[config.mk]
export PLATFORM = sky130hd
export DESIGN_NAME = seg_disp_sched
export DESIGN_NICKNAME = d
export VERILOG_FILES = /design/src/rtl/seg_disp_sched.sv
export SDC_FILE = /design/constraint.sdc
export NUM_CORES = 1
export LEC_CHECK = 0
export ABC_AREA = 1
export BUFFER_PORTS_ARGS = -buffer_cell sky130_fd_sc_hd__buf_2
export CAP_MARGIN = 0
export CORE_MARGIN = 2
export CORE_UTILIZATION = 50
export DETAILED_ROUTE_END_ITERATION = 10
export PLACE_DENSITY = 0.7
export RECOVER_POWER = 25
export SYNTH_ARGS = -nofsm -noshare
export SYNTH_HDL_FRONTEND = slang
export SYNTH_SLANG_ARGS = --single-unit
[constraint.sdc]
create_clock -name clk -period 3.1 [get_ports clk]
set_input_delay 0.465 -clock clk [delete_from_list [all_inputs] [get_ports clk]]
set_output_delay 0.465 -clock clk [all_outputs]
set_load 0.1 [all_outputs]
[src/rtl/seg_disp_sched.sv]
// seg_disp_sched: time-shares a 4-digit BCD display (hun.ten.one.dot) between
// SRC_NUM 12-bit measurement sources. Each source's latest sample is latched.
// Sources are picked round-robin, one per dwell period, and converted to BCD
// with a sequential shift/add-3 (double dabble), one bit per cycle.
// Optional feature: define SEG_FORCE_EN to add force_en/force_sel, which pin
// the pick to a single source.
//
// Handshake: src_val[i] is a one-cycle strobe with no back-pressure. The sample
// on src_data slice i is always accepted in the cycle src_val[i] is high.
// disp_val is a one-cycle strobe. It is high in the first cycle that the new
// digits and src_idx are visible.
module seg_disp_sched #(
    parameter int CLK_FREQ = 50_000_000,
    parameter int DWELL_MS = 1000,
    parameter int SRC_NUM  = 4
) (
    input  logic                  clk,
    input  logic                  rst_n,
    input  logic [SRC_NUM-1:0]    src_val,
    input  logic [12*SRC_NUM-1:0] src_data,
`ifdef SEG_FORCE_EN
    input  logic                  force_en,
    input  logic [1:0]            force_sel,
`endif
    output logic [3:0]            hun,
    output logic [3:0]            ten,
    output logic [3:0]            one,
    output logic [3:0]            dot,
    output logic [1:0]            src_idx,
    output logic                  disp_val,
    output logic                  busy
);

    localparam int DWELL_CYC = CLK_FREQ / 1000 * DWELL_MS;
    localparam int DW        = (DWELL_CYC > 1) ? $clog2(DWELL_CYC) : 1;
    localparam logic [DW-1:0] DWELL_LAST = DW'(DWELL_CYC - 1);
    localparam logic [3:0]    CONV_LAST  = 4'd11;
    localparam logic [2:0]    SRC_NUM3   = 3'(SRC_NUM);

    typedef enum logic [1:0] {
        IDLE  = 2'd0,
        CONV  = 2'd1,
        DONE  = 2'd2,
        DWELL = 2'd3
    } state_t;

    state_t        state;
    state_t        state_nxt;

    // Sample storage. The array always has four slots so that a 2-bit index
    // is always legal. Slots at or above SRC_NUM stay at zero.
    logic [11:0]   sreg [4];
    logic [3:0]    have;
    logic [3:0]    val_pad;

    // Conversion datapath
    logic [11:0]   bin_sr;
    logic [15:0]   acc;
    logic [15:0]   acc_adj;
    logic [3:0]    cnt;
    logic [1:0]    nxt_idx;
    logic [11:0]   fresh_data;

    // Dwell timing
    logic [DW-1:0] dwell_cnt;
    logic          refresh;

    // Pick result and FSM controls
    logic          pick_ok;
    logic [1:0]    pick_idx;
    logic [1:0]    cand;
    logic          snap_pick;
    logic          snap_refresh;
    logic          conv_step;
    logic          do_done;
    logic          dwell_clr;
    logic          dwell_inc;

    assign val_pad    = 4'(src_val);
    assign fresh_data = src_data[12*src_idx +: 12];
    assign busy       = (state == CONV);

    // Latch each source's newest sample and remember that it has ever reported
    always_ff @(posedge clk or negedge rst_n) begin
        if (!rst_n) begin
            for (int i = 0; i < 4; i++) sreg[i] <= '0;
            have <= '0;
        end else begin
            for (int i = 0; i < SRC_NUM; i++) begin
                if (val_pad[i]) begin
                    sreg[i] <= src_data[12*i +: 12];
                    have[i] <= 1'b1;
                end
            end
        end
    end

    // Next-source pick: scan src_idx+1, src_idx+2, ... and check src_idx last.
    // The loop runs backwards so that the first hit in scan order is the one kept.
    always_comb begin
        pick_ok  = 1'b0;
        pick_idx = 2'd0;
        cand     = 2'd0;
        for (int i = SRC_NUM; i >= 1; i--) begin
            cand = 2'((int'(src_idx) + i) % SRC_NUM);
            if (have[cand]) begin
                pick_ok  = 1'b1;
                pick_idx = cand;
            end
        end
`ifdef SEG_FORCE_EN
        // A forced selection that is out of range or has no data yields no pick
        if (force_en) begin
            pick_idx = force_sel;
            pick_ok  = ({1'b0, force_sel} < SRC_NUM3) && have[force_sel];
        end
`endif
    end

    // Add 3 to every BCD nibble that is 5 or more, before the next shift
    always_comb begin
        acc_adj = acc;
        for (int n = 0; n < 4; n++) begin
            if (acc[4*n +: 4] >= 4'd5) acc_adj[4*n +: 4] = acc[4*n +: 4] + 4'd3;
        end
    end

    // FSM state register
    always_ff @(posedge clk or negedge rst_n) begin
        if (!rst_n) state <= IDLE;
        else        state <= state_nxt;
    end

    // FSM next state and per-state controls. A refresh conversion keeps the
    // dwell counter running so that the period of the original pick is preserved.
    always_comb begin
        state_nxt    = state;
        snap_pick    = 1'b0;
        snap_refresh = 1'b0;
        conv_step    = 1'b0;
        do_done      = 1'b0;
        dwell_clr    = 1'b0;
        dwell_inc    = 1'b0;
        case (state)
            IDLE: begin
                if (pick_ok) begin
                    snap_pick = 1'b1;
                    state_nxt = CONV;
                end
            end
            CONV: begin
                conv_step = 1'b1;
                dwell_inc = refresh;
                if (cnt == CONV_LAST) state_nxt = DONE;
            end
            DONE: begin
                do_done   = 1'b1;
                state_nxt = DWELL;
                if (refresh) dwell_inc = 1'b1;
                else         dwell_clr = 1'b1;
            end
            DWELL: begin
                // Expiry has priority over a refresh that arrives in the same cycle
                if (dwell_cnt == DWELL_LAST) begin
                    state_nxt = IDLE;
                end else begin
                    dwell_inc = 1'b1;
                    if (val_pad[src_idx]) begin
                        snap_refresh = 1'b1;
                        state_nxt    = CONV;
                    end
                end
            end
            default: state_nxt = IDLE;
        endcase
    end

    // Snapshot and double-dabble shift. A pick reads the stored sample (which is
    // the value before any same-cycle update). A refresh takes the new sample
    // directly from the bus.
    always_ff @(posedge clk or negedge rst_n) begin
        if (!rst_n) begin
            bin_sr  <= '0;
            acc     <= '0;
            cnt     <= '0;
            nxt_idx <= '0;
        end else if (snap_pick) begin
            bin_sr  <= sreg[pick_idx];
            acc     <= '0;
            cnt     <= '0;
            nxt_idx <= pick_idx;
        end else if (snap_refresh) begin
            bin_sr  <= fresh_data;
            acc     <= '0;
            cnt     <= '0;
            nxt_idx <= src_idx;
        end else if (conv_step) begin
            acc    <= {acc_adj[14:0], bin_sr[11]};
            bin_sr <= {bin_sr[10:0], 1'b0};
            cnt    <= cnt + 4'd1;
        end
    end

    // Publish the converted digits and source index with a one-cycle strobe
    always_ff @(posedge clk or negedge rst_n) begin
        if (!rst_n) begin
            hun      <= '0;
            ten      <= '0;
            one      <= '0;
            dot      <= '0;
            src_idx  <= '0;
            disp_val <= 1'b0;
        end else begin
            disp_val <= do_done;
            if (do_done) begin
                hun     <= acc[15:12];
                ten     <= acc[11:8];
                one     <= acc[7:4];
                dot     <= acc[3:0];
                src_idx <= nxt_idx;
            end
        end
    end

    // Dwell counter (saturates at the last cycle) and refresh-in-progress flag
    always_ff @(posedge clk or negedge rst_n) begin
        if (!rst_n) begin
            dwell_cnt <= '0;
            refresh   <= 1'b0;
        end else begin
            if (snap_pick)         refresh <= 1'b0;
            else if (snap_refresh) refresh <= 1'b1;

            if (dwell_clr) begin
                dwell_cnt <= '0;
            end else if (dwell_inc && (dwell_cnt != DWELL_LAST)) begin
                dwell_cnt <= dwell_cnt + 1'b1;
            end
        end
    end

endmodule

# Word-level counts from Yosys, hierarchy flattened
# Cells that the tools add are included.
dict set report classes {
  addsub 10
  multipliers 1
  n_div 0
  magnitude_cmp 10
  eq_ne 9
  shift 1
  muxes 57
  bitwise 1
  reduce_logical 6
}
# cell count
set ops {}
lappend ops {{12-bit 2-to-1 mux} 5}
lappend ops {{26-bit 2-to-1 mux} 2}
lappend ops {{16-bit 2-to-1 mux} 3}
lappend ops {{48-bit by 7-bit variable part select with 12-bit output} 1}
lappend ops {{26-bit by 1-bit adder with 26-bit output (second input constant)} 1}
lappend ops {{26-bit equality test (second input constant)} 1}
lappend ops {{26-bit != test (second input constant)} 1}
lappend ops {{12-bit binary-select mux with 2-bit select} 1}
lappend ops {{4-bit 2-to-1 mux} 6}
lappend ops {{1-bit 2-to-1 mux} 22}
lappend ops {{2-bit 2-to-1 mux} 10}
lappend ops {{4-bit by 3-bit >= comparator with 1-bit output (second input constant)} 4}
lappend ops {{2-bit by 3-bit less-than comparator with 1-bit output (second input constant)} 5}
lappend ops {{4-bit by 2-bit adder with 4-bit output (second input constant)} 3}
lappend ops {{1-bit binary-select mux with 2-bit select} 5}
lappend ops {{2-bit case mux with 4 select lines} 1}
lappend ops {{2-bit by 1-bit adder with 2-bit output (second input constant)} 2}
lappend ops {{2-bit adder (second input constant)} 2}
lappend ops {{4-bit by 1-bit adder with 4-bit output (second input constant)} 1}
lappend ops {{2-bit equality test (second input constant)} 2}
lappend ops {{4-bit equality test (second input constant)} 1}
lappend ops {{2-bit by 2-bit multiplier with 4-bit output (first input constant)} 1}
lappend ops {{2-bit nonzero test} 2}
lappend ops {{3-bit by 2-bit adder with 3-bit output (second input constant)} 1}
lappend ops {{12 further kinds} 12}
dict set report totals {
  reg_bits 134
  latchBits 0
  mem_bits_rw 0
  rom_bits 0
  inputBits 54
  out_inout_bits 20
  word_cells 116
  n_memories 0
}

# Longest topological paths before layout
dict set report logic_depth {
  depth_word 12
  depth_mapped 15
  depth_no_buf 14
}

# Worst setup path before layout
# OpenSTA, ideal clock, no wires.
dict set report synth_path {
  path_kind {register to register}
  start {reg src_idx[0]}
  end {reg bin_sr[4]}
  setup_time_ns 0.077
  arrival_time_ns 2.365
  setup_slack_ns 0.658
  path_stages_with_launch 15
  period_less_slack_ns 2.442
  cell_sequence {dfrtp_1 > buf_4 > inv_4 > nand2_1 > nand2_1 > nand2_1 > nand2_1 > nand2_1 > nand2_1 > nand2_2 > buf_2 > nand3_1 > nand3_1 > nand3_1 > a21oi_1}
}
dict set report synth_between {
  elab_chain_len 12
  word_cells_on_any_way 36
}
# element line
set synth_rtl {}
lappend synth_rtl {{from (decl)} 29} ;# output logic [1:0] src_idx,
lappend synth_rtl {{from (signal assigned)} 220} ;# src_idx <= nxt_idx;
lappend synth_rtl {{2-bit by 1-bit adder with 2-bit output} 105} ;# cand = 2'((int'(src_idx) + i) % SRC_NUM);
lappend synth_rtl {{1-bit binary-select mux with 2-bit select} 106} ;# if (have[cand]) begin
lappend synth_rtl {{1-bit 2-to-1 mux (not written as such)} 106}
lappend synth_rtl {{2-bit 2-to-1 mux (4 in series)} 106}
lappend synth_rtl {{2-bit inverter with 3-bit output (not written as such)} 188} ;# bin_sr <= sreg[pick_idx];
lappend synth_rtl {{12-bit binary-select mux with 2-bit select} 188}
lappend synth_rtl {{12-bit 2-to-1 mux (not written as such) (2 in series)} 188}
lappend synth_rtl {{12-bit 2-to-1 mux} 187} ;# end else if (snap_pick) begin
lappend synth_rtl {{to (signal assigned)} 188}
lappend synth_rtl {{to (signal assigned)} 193} ;# bin_sr <= fresh_data;
lappend synth_rtl {{to (signal assigned)} 199} ;# bin_sr <= {bin_sr[10:0], 1'b0};
lappend synth_rtl {{to (decl)} 57} ;# logic [11:0] bin_sr;
# Parallel ways exist; a longest one is shown, timed or not. The select of a mux whose other input is x is not followed.
# A chain may end at the register's enable or synchronous reset.

# Worst setup path in the final report
dict set report layout_path {
  start {reg src_idx[0]}
  end {reg bin_sr[9]}
}
# The elaborated chain is that of the path after synthesis.

==> reports/metrics.yaml <==
finalPower_w: 0.00802
vias: 6862
syn_to_final_growth_pct: 15.0
wl_met3_mm: 1.34
dp_cells: 1205
cap_violations: 1
slew_headroom_pct: -21.2
ys.flop_type: "dfrtp_1"
synth_adder_area_share_pct: 2.37
dpl.hpwl_mm: 13.8
grt-ovfl-total: 0
fin_skew_ns: 0.0135
clockBufferDepth: 2
row_count: 44
post_cts_resized: 0
wl_per_cell_um: 15.8
multi_input_area_um2: 3340
finalSetupViolations: 0
fmax_ghz: 0.367
avgSynthCellArea_um2: 7.58
core_area_um2: 14500
post-route-min-period_ns: 2.73
required_ns: 3.44
p_leak_nw: 4.18
first_iter_violations: 799
cts-htree-levels: 4
clkTransAtPathRegs_ns: 0.06
initial_utilization_pct: 51.0
grt_pass1_vias: 6528
fin_cells: 1237
syn_nets: 1043
tightest_slew_ns: 1.82
outcome: "finished with violations"
internal-power_w: 0.00435
synthDominantCellAreaShare_pct: 45.4
finish.instance_area_um2: 8490
wl_met1_mm: 8.89
ant_nets: 0
synth_edf_count: 0
cts_inserted_buffers: 17
fillCellCount: 1332
highest_layer: "met4"
critPathArrivalTime_ns: 3.07
seq_power_share_pct: 28.2
drc: 0
grt_setup_unrepaired: "no"
violations: "max-capacitance violations, max-slew violations"
synth_cells: 975
viasPerCell: 5.55
crit_fanout: 25
path_class: "reg2reg"
ys_seq_area_share_pct: 45.4
antenna_found_initial: 0
wirelength_mm: 19.5
synth_xor_area_share_pct: 1.90
synth_top_family_by_area: "simple AND/OR/NAND/NOR gates"
power.switching_w: 0.00367
powerDensity_nw_per_um2: 944
synthSimpleGateAreaFrac_pct: 27.2
ys_top_cells_by_area: "dfrtp_1 45%, nand2_1 11%, o21ai_0 6.8%"
muxShareOfSynthArea_pct: 0.136
grt_max_degree: 72
cts_root_buf: "clkbuf_16"
ys_ff_latch: 134
die_y_um: 126
place_area_um2: 7910
antenna_cells: 0
clock-sinks: 134
p_sw_share_pct: 45.7
finalHoldViolations: 0
synth_cell_types: 39
wl_met2_mm: 8.82
io_pins: 74
ff_latch_area_um2: 3350
synth_top_cell_by_area: "dfrtp_1"
timing.final.crit_share_pct: 88.0
clkPwrFrac_pct: 25.6
endpoint_kind: "flip-flop"
first_pass_iters: 8
grt_pass1_wl_mm: 32.6
synth-async-reset-ratio_pct: 100
postCtsSetupRepairBufs: 0
tns_ns: 0
hold_class: "in2reg"
synth_area_um2: 7390
nets: 1108
portBuffers: 73
drv_slew: 71
globalplace.congestion: 0.919
layout-drive-gt1-share_pct: 12.9
yosys_warnings: 0
fp.dieW_um: 126
dieArea_um2: 15800
insertion_delay_ns: 0.43
cts_tree: "done"
combPwrFrac_pct: 46.2
hold_buffers: 0
synth_compound_area_share_pct: 13.6
max-vdd-ir-drop_v: 0.000535
start_kind: "flip-flop"
grt_usage_pct: 25.7
==> routing by layer <==
metal  up-vias  GRT usage, %
li1       3347             -
met1      3194          36.4
met2       280          39.5
met3        41          5.01
met4         0          9.54
met5         -             0
==> final timing paths <==
path | slack [ns] | startpoint | end | cells past startpoint
max in group asynchronous | 1.47 | rst_n | sreg[11] | 2
max reg2reg | 0.37 | src_idx[0] | bin_sr[9] | 12
max | 0.37 | src_idx[0] | bin_sr[9] | 12
min in group asynchronous | 0.51 | rst_n | sreg[7] | 1
min | 0.29 | src_data[15] | sreg[27] | 3
min reg2reg | 0.46 | hun[3] | hun[3] | 2
==> cells in the mapped netlist (3+ instances only) <==
| library cell | instances |
|---|---|
| clkbuf_1 | 23 |
| buf_6 | 3 |
| nor3_1 | 18 |
| a22oi_1 | 4 |
| inv_1 | 125 |
| o221ai_1 | 4 |
| o21ai_0 | 100 |
| nand4_1 | 29 |
| a21oi_1 | 30 |
| o31ai_1 | 12 |
| a211oi_1 | 4 |
| xor2_1 | 13 |
| xnor2_1 | 3 |
| buf_2 | 13 |
| o22ai_1 | 20 |
| inv_2 | 3 |
| nand3_1 | 94 |
| nand2_2 | 6 |
| ha_1 | 14 |
| dfrtp_1 | 134 |
| nor2_1 | 74 |
| nand2_1 | 226 |
==> state kept, by name, summed over array words and instances (netlist names), 4 cells and up <==
| name | flops |
|---|---|
| sreg | 48 |
| cnt | 4 |
| have | 4 |
| acc | 16 |
| ten | 4 |
| hun | 4 |
| dwell_cnt | 26 |
| dot | 4 |
| bin_sr | 12 |
| one | 4 |
==> placed cells by master (no fill, tap or decap), types with 3 or more instances in the layout <==
master,count
a211oi_1,4
a21oi_1,30
a22oi_1,4
buf_2,72
buf_4,13
bufinv_16,3
clkbuf_1,5
clkbuf_16,17
clkinv_2,4
dfrtp_1,134
ha_1,14
inv_1,125
inv_2,3
nand2_1,226
nand2_2,6
nand3_1,94
nand4_1,29
nor2_1,74
nor3_1,18
o21ai_0,100
o221ai_1,4
o22ai_1,20
o31ai_1,12
xnor2_1,3
xor2_1,13
==> area by class of cell <==
cell class                      instances  area share, %
Clock inverter                          9           1.47
Sequential cell                       134           39.5
Tap cell                              184           2.71
Multi-Input combinational cell        670           39.4
Timing Repair Buffer                   88           5.73
Inverter                              129           5.73
Clock buffer                           23           5.51
==> cells by family (layout without fill, tap and decap cells) <==
kind of cell / count (synthesis) / count (layout)
compound gates: 180 / 180
xor+xnor: 16 / 16
fa+ha+maj: 14 / 14
buf+inv: 171 / 249
flops: 134 / 134
mux: 1 / 1
simple gates: 459 / 459
==> critical path: stages (launching register included) <==
cell and delay [ns]:
dfrtp_1 0.55, inv_4 0.13, nand2_4 0.19, nand2_2 0.07, nand2_1 0.07, nand2_1 0.08
nand2_1 0.11, nand3_2 0.46, nand2_4 0.49, nand2_1 0.09, nand3_1 0.10, nand3_1 0.13
a21oi_1 0.16
==> power by group through the flow <==
stage / sequential (W) / combinational [W] / clock, W
2_1_floorplan: 0.00260 / 0.00251 / 0
3_3_place_gp: 0.00228 / 0.00360 / 0
3_5_place_dp: 0.00228 / 0.00365 / 0
4_1_cts: 0.00226 / 0.00367 / 0.00207
5_1_grt: 0.00230 / 0.00410 / 0.00215
6_report: 0.00226 / 0.00370 / 0.00205
==> through the flow <==
stage | util, % | hold WS, ns | worst slack [ns]
after floorplan | - | 0.169 | 0.658
after global placement | 54.6 | 0.451 | 0.462
after detailed placement | 54.6 | 0.454 | 0.462
after CTS | 58.7 | 0.0722 | 0.449
after global routing | 58.7 | 0.296 | 0.145
final | 58.7 | 0.286 | 0.372
Note: power is estimated with default switching activity, not from simulation.
